**src/rtl/pipe_reg_elastic_if.sv**
```systemverilog
// Handshake bundle for the elastic pipeline register.
// The upstream push side, downstream pop side, flush and occupancy are kept together.
// master drives the stage (producer/consumer side); slave is the buffer itself.
interface pipe_reg_elastic_if #(
   parameter int DATA_W = 64,
   parameter int CNT_W  = 2
);
   logic              in_valid;
   logic [DATA_W-1:0] in_data;
   logic              in_ready;
   logic              out_valid;
   logic [DATA_W-1:0] out_data;
   logic              out_ready;
   logic              flush;
   logic [CNT_W-1:0]  count;

   modport master (
      output in_valid, in_data, out_ready, flush,
      input  in_ready, out_valid, out_data, count
   );

   modport slave (
      input  in_valid, in_data, out_ready, flush,
      output in_ready, out_valid, out_data, count
   );
endinterface

```
**src/rtl/pipe_reg_elastic.sv**
```systemverilog
// Elastic pipeline register: a small circular buffer between two pipeline stages.
// in_ready and out_valid come only from the registered occupancy, so no ready/valid
// combinational path crosses the stage. out_data is read from the slot at the read
// pointer, which means a pushed entry always takes one cycle to reach the output.
// Flush empties the buffer (pointers back to 0). Reset does the same and also loads
// RST_DATA into slot 0, so the first thing on out_data is a NOP at the reset PC.
module pipe_reg_elastic #(
   parameter int                 DATA_W   = 64,
   parameter int                 DEPTH    = 2,
   parameter logic [DATA_W-1:0]  RST_DATA = DATA_W'({32'h0000_0013, 32'h8000_0000}),
   parameter int                 CNT_W    = $clog2(DEPTH + 1)
) (
   input  logic              clk,
   input  logic              rst_n,
   pipe_reg_elastic_if.slave bus
);

   // A one-entry buffer still needs a one-bit pointer so the storage can be indexed.
   localparam int PTR_W = (DEPTH > 1) ? $clog2(DEPTH) : 1;

   logic [DATA_W-1:0] mem_q [DEPTH];
   logic [PTR_W-1:0]  wp_q, wp_d;
   logic [PTR_W-1:0]  rp_q, rp_d;
   logic [CNT_W-1:0]  count_q, count_d;

   logic in_ready;
   logic out_valid;
   logic push;
   logic pop;

   // Handshake status derived purely from registered occupancy.
   assign in_ready  = (count_q < CNT_W'(DEPTH));
   assign out_valid = (count_q != '0);

   assign bus.in_ready  = in_ready;
   assign bus.out_valid = out_valid;
   assign bus.out_data  = mem_q[rp_q];
   assign bus.count     = count_q;

   // Event decode and next-state for pointers and occupancy; flush wins over push/pop.
   always_comb begin
      push    = bus.in_valid && in_ready && !bus.flush;
      pop     = out_valid && bus.out_ready && !bus.flush;
      wp_d    = wp_q;
      rp_d    = rp_q;
      count_d = count_q;

      if (push) begin
         wp_d = (wp_q == PTR_W'(DEPTH - 1)) ? '0 : wp_q + PTR_W'(1);
      end
      if (pop) begin
         rp_d = (rp_q == PTR_W'(DEPTH - 1)) ? '0 : rp_q + PTR_W'(1);
      end

      case ({push, pop})
         2'b10:   count_d = count_q + CNT_W'(1);
         2'b01:   count_d = count_q - CNT_W'(1);
         default: count_d = count_q;
      endcase

      if (bus.flush) begin
         wp_d    = '0;
         rp_d    = '0;
         count_d = '0;
      end
   end

   // Pointer and occupancy registers with synchronous active-low reset.
   always_ff @(posedge clk) begin
      if (!rst_n) begin
         wp_q    <= '0;
         rp_q    <= '0;
         count_q <= '0;
      end else begin
         wp_q    <= wp_d;
         rp_q    <= rp_d;
         count_q <= count_d;
      end
   end

   // Payload storage: slot 0 (the read slot after reset) gets RST_DATA, others are
   // written only on a push.
   always_ff @(posedge clk) begin
      if (!rst_n) begin
         mem_q[0] <= RST_DATA;
      end else if (push) begin
         mem_q[wp_q] <= bus.in_data;
      end
   end

endmodule

```
**src/flat_wrapper.sv**
```systemverilog
// flat-port wrapper written by rule: the top's interface ports become plain ports
module pipe_reg_elastic_flat 
#(
   parameter int                 DATA_W   = 64,
   parameter int                 DEPTH    = 2,
   parameter logic [DATA_W-1:0]  RST_DATA = DATA_W'({32'h0000_0013, 32'h8000_0000}),
   parameter int                 CNT_W    = $clog2(DEPTH + 1)
)
  (clk, rst_n, bus_in_valid, bus_in_data, bus_out_ready, bus_flush, bus_in_ready, bus_out_valid, bus_out_data, bus_count);
  pipe_reg_elastic_if #(.DATA_W(DATA_W), .CNT_W(CNT_W)) bus_i ();
  input  logic clk;
  input  logic rst_n;
  input wire logic [$bits(bus_i.in_valid)-1:0] bus_in_valid;
  input wire logic [$bits(bus_i.in_data)-1:0] bus_in_data;
  input wire logic [$bits(bus_i.out_ready)-1:0] bus_out_ready;
  input wire logic [$bits(bus_i.flush)-1:0] bus_flush;
  output wire logic [$bits(bus_i.in_ready)-1:0] bus_in_ready;
  output wire logic [$bits(bus_i.out_valid)-1:0] bus_out_valid;
  output wire logic [$bits(bus_i.out_data)-1:0] bus_out_data;
  output wire logic [$bits(bus_i.count)-1:0] bus_count;
  assign bus_i.in_valid = bus_in_valid;
  assign bus_i.in_data = bus_in_data;
  assign bus_i.out_ready = bus_out_ready;
  assign bus_i.flush = bus_flush;
  assign bus_in_ready = bus_i.in_ready;
  assign bus_out_valid = bus_i.out_valid;
  assign bus_out_data = bus_i.out_data;
  assign bus_count = bus_i.count;
  pipe_reg_elastic #(.DATA_W(DATA_W), .DEPTH(DEPTH), .RST_DATA(RST_DATA), .CNT_W(CNT_W)) u_core (.clk(clk), .rst_n(rst_n), .bus(bus_i));
endmodule
```
**config.mk**
```make
export PLATFORM = sky130hd
export DESIGN_NAME = pipe_reg_elastic_flat
export DESIGN_NICKNAME = d
export VERILOG_FILES = /design/src/rtl/pipe_reg_elastic_if.sv /design/src/rtl/pipe_reg_elastic.sv /design/src/flat_wrapper.sv
export SDC_FILE = /design/constraint.sdc
export NUM_CORES = 1
export LEC_CHECK = 0
export BUFFER_PORTS_ARGS = -buffer_cell sky130_fd_sc_hd__buf_2
export CORE_ASPECT_RATIO = 0.5
export CORE_UTILIZATION = 45
export CTS_BUF_LIST = sky130_fd_sc_hd__clkbuf_8
export CTS_CLUSTER_SIZE = 8
export DETAILED_ROUTE_END_ITERATION = 10
export PLACE_DENSITY = 0.79
export SLEW_MARGIN = 20
export SYNTH_ARGS = -nofsm -noshare
export SYNTH_HDL_FRONTEND = slang
export SYNTH_SLANG_ARGS = --single-unit
```
**constraint.sdc**
```tcl
create_clock -name clk -period 11.9 [get_ports clk]
set_input_delay 2.38 -clock clk [delete_from_list [all_inputs] [get_ports clk]]
set_output_delay 2.38 -clock clk [all_outputs]
set_load 0.01 [all_outputs]
```
* Word-level counts from Yosys, hierarchy flattened
Memories as Yosys holds them, arrays and structs flattened. A register that Yosys moved wholly into a read port is not among the register bits.
Index checks and enable logic that the tools add are counted.
** Word-level totals
- Register bits :: 4
- RAM bits :: 128
- Word-level logic and storage cells :: 33
- Memories :: 1
** Memories
- u_core.mem_q :: words 2, bits a word 64, read ports 1, clocked after Yosys merged registers in 1, wr ports 1, RTL line pipe_reg_elastic.sv:21 : logic [DATA_W-1:0] mem_q [DEPTH];
** Cells by class
- Add/sub/neg operators :: 4
- $lt $le $gt $ge :: 1
- Equal/unequal tests :: 2
- Muxes and demuxes :: 12
- Bitwise logic cells :: 1
- Reduce and logical (&&, ||, !) cells :: 9
** Operators with widths (number)
- 2-to-1 mux 64 bit :: 1
- OR reduction 64 bit :: 1
- 2-to-1 mux 1 bit :: 10
- logical AND 1 bit :: 4
- case mux 2 bit (2 select lines) :: 1
- nonzero test 2 bit :: 2
- adder 1 bit (second input constant) :: 2
- adder 2 x 1 -> 2 bit (second input constant) :: 1
- == test 2 x 1 -> 1 bit (second input constant) :: 1
- == test 2 bit (second input constant) :: 1
- < comparator 2 bit (second input constant) :: 1
- OR reduction 2 bit :: 1
- subtractor 2 x 1 -> 2 bit (second input constant) :: 1
- zero test 1 bit :: 1
- NOT 1 bit :: 1

* Logic depth before layout (Yosys ltp)
- Word-level depth :: 8
- Mapped depth :: 6
- Depth with buffers taken out :: 6

* Worst setup path after synthesis
Ideal clock, no wire load.
- Kind :: input port to flip-flop
- From :: input bus_flush
- To :: memory u_core.mem_q[0][0], enable pin
- Arrival :: 8899 ps
- Slack :: 2338 ps
- Stages :: 1
- Path buffers :: 0
- Cells stage by stage :: o41ai_1
** Between the ends
- Longest elaborated chain between the ends :: 7
- Elaborated cells between the ends (all ways) :: 8
** Ends and longest elaborated chain
- from (decl) :: RTL line flat_wrapper.sv:16 : input wire logic [$bits(bus_i.flush)-1:0] bus_flush;
- zero test 1 bit * :: RTL line pipe_reg_elastic.sv:42 : push = bus.in_valid && in_ready && !bus.flush;
- logical AND 1 bit * :: RTL line pipe_reg_elastic.sv:42
- 2-to-1 mux 1 bit * :: RTL line pipe_reg_elastic.sv:86 : end else if (push) begin
- 2-to-1 mux 1 bit * :: RTL line pipe_reg_elastic.sv:84 : if (!rst_n) begin
- 2-to-1 mux 1 bit (not written as such) * :: RTL line pipe_reg_elastic.sv:87 : mem_q[wp_q] <= bus.in_data;
- OR reduction 64 bit (no line)
- 2-to-1 mux 1 bit (no line)
- to (decl) :: RTL line pipe_reg_elastic.sv:21
Mark *: on every way between the ends. The rest lies on a longest branch, timed or not.

==> summary.txt <==
Status = completed
Reg2reg path depth = 4
DRC viols = 0
Worst EP arrival = 1990 ps
Die footprint = 12600 um^2
Int Pwr = 0.769 mW
Syn_nets = 369
Util after Layout = 0.584
Critical R2R Capture = u_core.mem_q[1][53]
Final setup vio count = 0
Crit end category = output pin
Slew HR = 0.406
Leakage = 2.74 nW
Sw Ratio = 0.214
Post-DRT Antenna Nets = 0
Skew final = 9.24 ps
Drt initial violations = 107
Sequential power share = 0.544
Combinational share of power = 0.075
Ports = 137
Sequential fraction of the synthesis area = 0.725
Hold_sp = u_core.rp_q
Layout area overhead = 22.1%
Post-CTS setup buffer count = 0
Drt first pass iters = 4
Mean post-synth cell area = 18.2 um^2
Fin crit share = 0.367
Synth warnings = 0
Top cells by area, synth = edfxtp_1 (71%), mux2_2 (13%), and2_4 (8.0%), dfxtp_1 (1.8%), and2_1 (1.3%)
Post-synth top area cell = edfxtp_1
Final net count = 513
Average via count per standard cell = 4.72
Hold slack = 514 ps
RD Place Congestion = 0.715
Sum of negative setup slack = 0 ps
Wire length after detailed routing = 9440 um
CTS Buffer Depth = 2
Syn Inst Count = 299
Worst slew pin tran = 890 ps
Clk pwr share = 0.381
Final WS setup = 7530 ps
Crit path launch type = flop
DP Wirelength = 5860 um
Synth top area share = 0.706
Root buffer cell = clkbuf_8
Psw = 0.209 mW
Starting Density = 0.478
Clock buffer count from CTS = 17
Hold buffer count at CTS = 0
CTS clk-pin slew, worst paths = 70 ps
Clk_lat worst skew = 420 ps
Clk sinks = 133
Pwr Density = 147 nW/um^2
Pin count of the biggest net entering global routing = 66
Setup slack, reg-to-reg = 9350 ps
Max-slew violations = 0
Post-synth cell types = 21
DR vias = 2900
# port buffers = 136
Worst Path Required = 9520 ps
Max Cap Viol = 0
RSZ-0062 raised after global routing = no
Die height = 79.8 um
Die Wd = 158 um
Initial antenna violation count = 0
FMAX = 229 MHz
ANT cells = 0
Max FO, Critical Path = 64
Final Hold Viols = 0
Critical path type = flop to output pin
PostCTS Resize Cnt = 0
Rows = 27
CTS H-Tree Depth = 4
Post-Layout Cell Count = 615
Placed cell count = 583
Hold Crit Class = flop to flop
Total Routing Usage GR = 0.158
Mapped cell area = 5440 um^2
First-pass GRT wire length = 14300 um
Synth Register Bits = 133
Vias in the first global route = 2931
Maximum vdd drop = 80.9 uV
Core region area = 11400 um^2
Layout cell share with drive strength beyond 1 = 0.627
Gr ovfl total = 0
R2r startpoint = u_core.bus.count[1]
CTS tree = done
Place WS = 7190 ps
WL/cell = 15.4 um
Tmin final = 4370 ps
Hold depth = 2
synthesized netlist by cell type:
| library cell | count |
|---|---|
| and2_1 | 11 |
| mux2_2 | 64 |
| and2_4 | 50 |
| clkbuf_1 | 1 |
| nor2_1 | 5 |
| edfxtp_1 | 128 |
| buf_6 | 6 |
| o41ai_1 | 1 |
| xnor2_1 | 1 |
| o21ai_0 | 3 |
| or3_1 | 2 |
| a21oi_1 | 2 |
| nand2b_1 | 5 |
| or2_2 | 1 |
| ha_1 | 1 |
| nand2_1 | 1 |
| dfxtp_1 | 5 |
| buf_2 | 7 |
| xor2_1 | 2 |
| inv_1 | 2 |
| and3_4 | 1 |
flip-flops by register name, summed over array words and instances (netlist names), named ones only:
name and cells:
u_core.bus.count 2, u_core.mem_q 128, u_core.rp_q 1, u_core.wp_q 1
placed cells by master, fill, tap and decap left out, types with 3 or more instances in the layout:
cell type   count
and2_1         10
and2_4         50
buf_2         136
buf_4           3
bufinv_16       3
clkbuf_8       17
clkinv_1        4
clkinvlp_4      4
dfxtp_1         4
edfxtp_1      128
mux2_2         64
nand2b_1        5
nor2_1          5
o21ai_0         3
final cells by class:
cell class                 count  area, um^2
clock inverter                15         163
timing repair buffer         139         703
tap                          159         199
sequential                   133        3950
multi-input combinational    150        1390
clock buffer                  17         234
inverter                       2        7.51
fill                         906        4740
layer usage:
| metal | wire length (um) | vias to the layer above | track usage |
|---|---|---|---|
| met1 | 3650 | 1440 | 0.171 |
| li1 | - | 1393 | - |
| met4 | 119 | 0 | 0.0621 |
| met2 | 5270 | 54 | 0.289 |
| met3 | 403 | 13 | 0.0505 |
| met5 | 0 | - | 0 |
stage by stage:
step | power, mW | area, um^2
2_1_floorplan | 0.586 | 5440
3_3_place_gp | 0.615 | 6250
3_5_place_dp | 0.617 | 6250
4_1_cts | 0.987 | 6640
5_1_grt | 1.01 | 6640
6_report | 0.978 | 6640
cell families after synthesis:
group                    count (synthesis)  synth area share
buffers and inverters                   16            0.0209
AO/OA/AOI/OAI                            6           0.00621
multiplexers                            64             0.132
adder cells (fa/ha/maj)                  1           0.00230
flip-flops                             133             0.725
AND/OR/NAND/NOR                         76             0.109
XOR/XNOR                                 3           0.00483
worst max path at each step:
stage | endpoint | slack [ps] | start | depth (start not counted)
6_report | bus_out_data[26] | 7530 | flop | 3
5_1_grt | bus_out_data[26] | 7400 | flop | 3
4_1_cts | bus_out_data[26] | 7490 | flop | 3
3_5_place_dp | u_core.mem_q[1][25] | 7190 | bus_flush | 5
3_3_place_gp | u_core.mem_q[1][25] | 7220 | bus_flush | 5
2_1_floorplan | u_core.mem_q[0][0] | 2340 | bus_flush | 1
power groups by stage:
stage | sequential, mW | clock (mW) | combinational (mW)
after floorplan | 0.544 | 0 | 0.0426
after global placement | 0.541 | 0 | 0.0740
after detailed placement | 0.542 | 0 | 0.0745
after CTS | 0.532 | 0.380 | 0.0749
after global routing | 0.533 | 0.400 | 0.0796
final | 0.532 | 0.373 | 0.0734
critical path, stage by stage (launching register included):
cell and delay [ps]:
dfxtp_2 310, buf_4 650, mux2_2 430, buf_2 150
No activity file was read; power rests on OpenSTA's default activity.
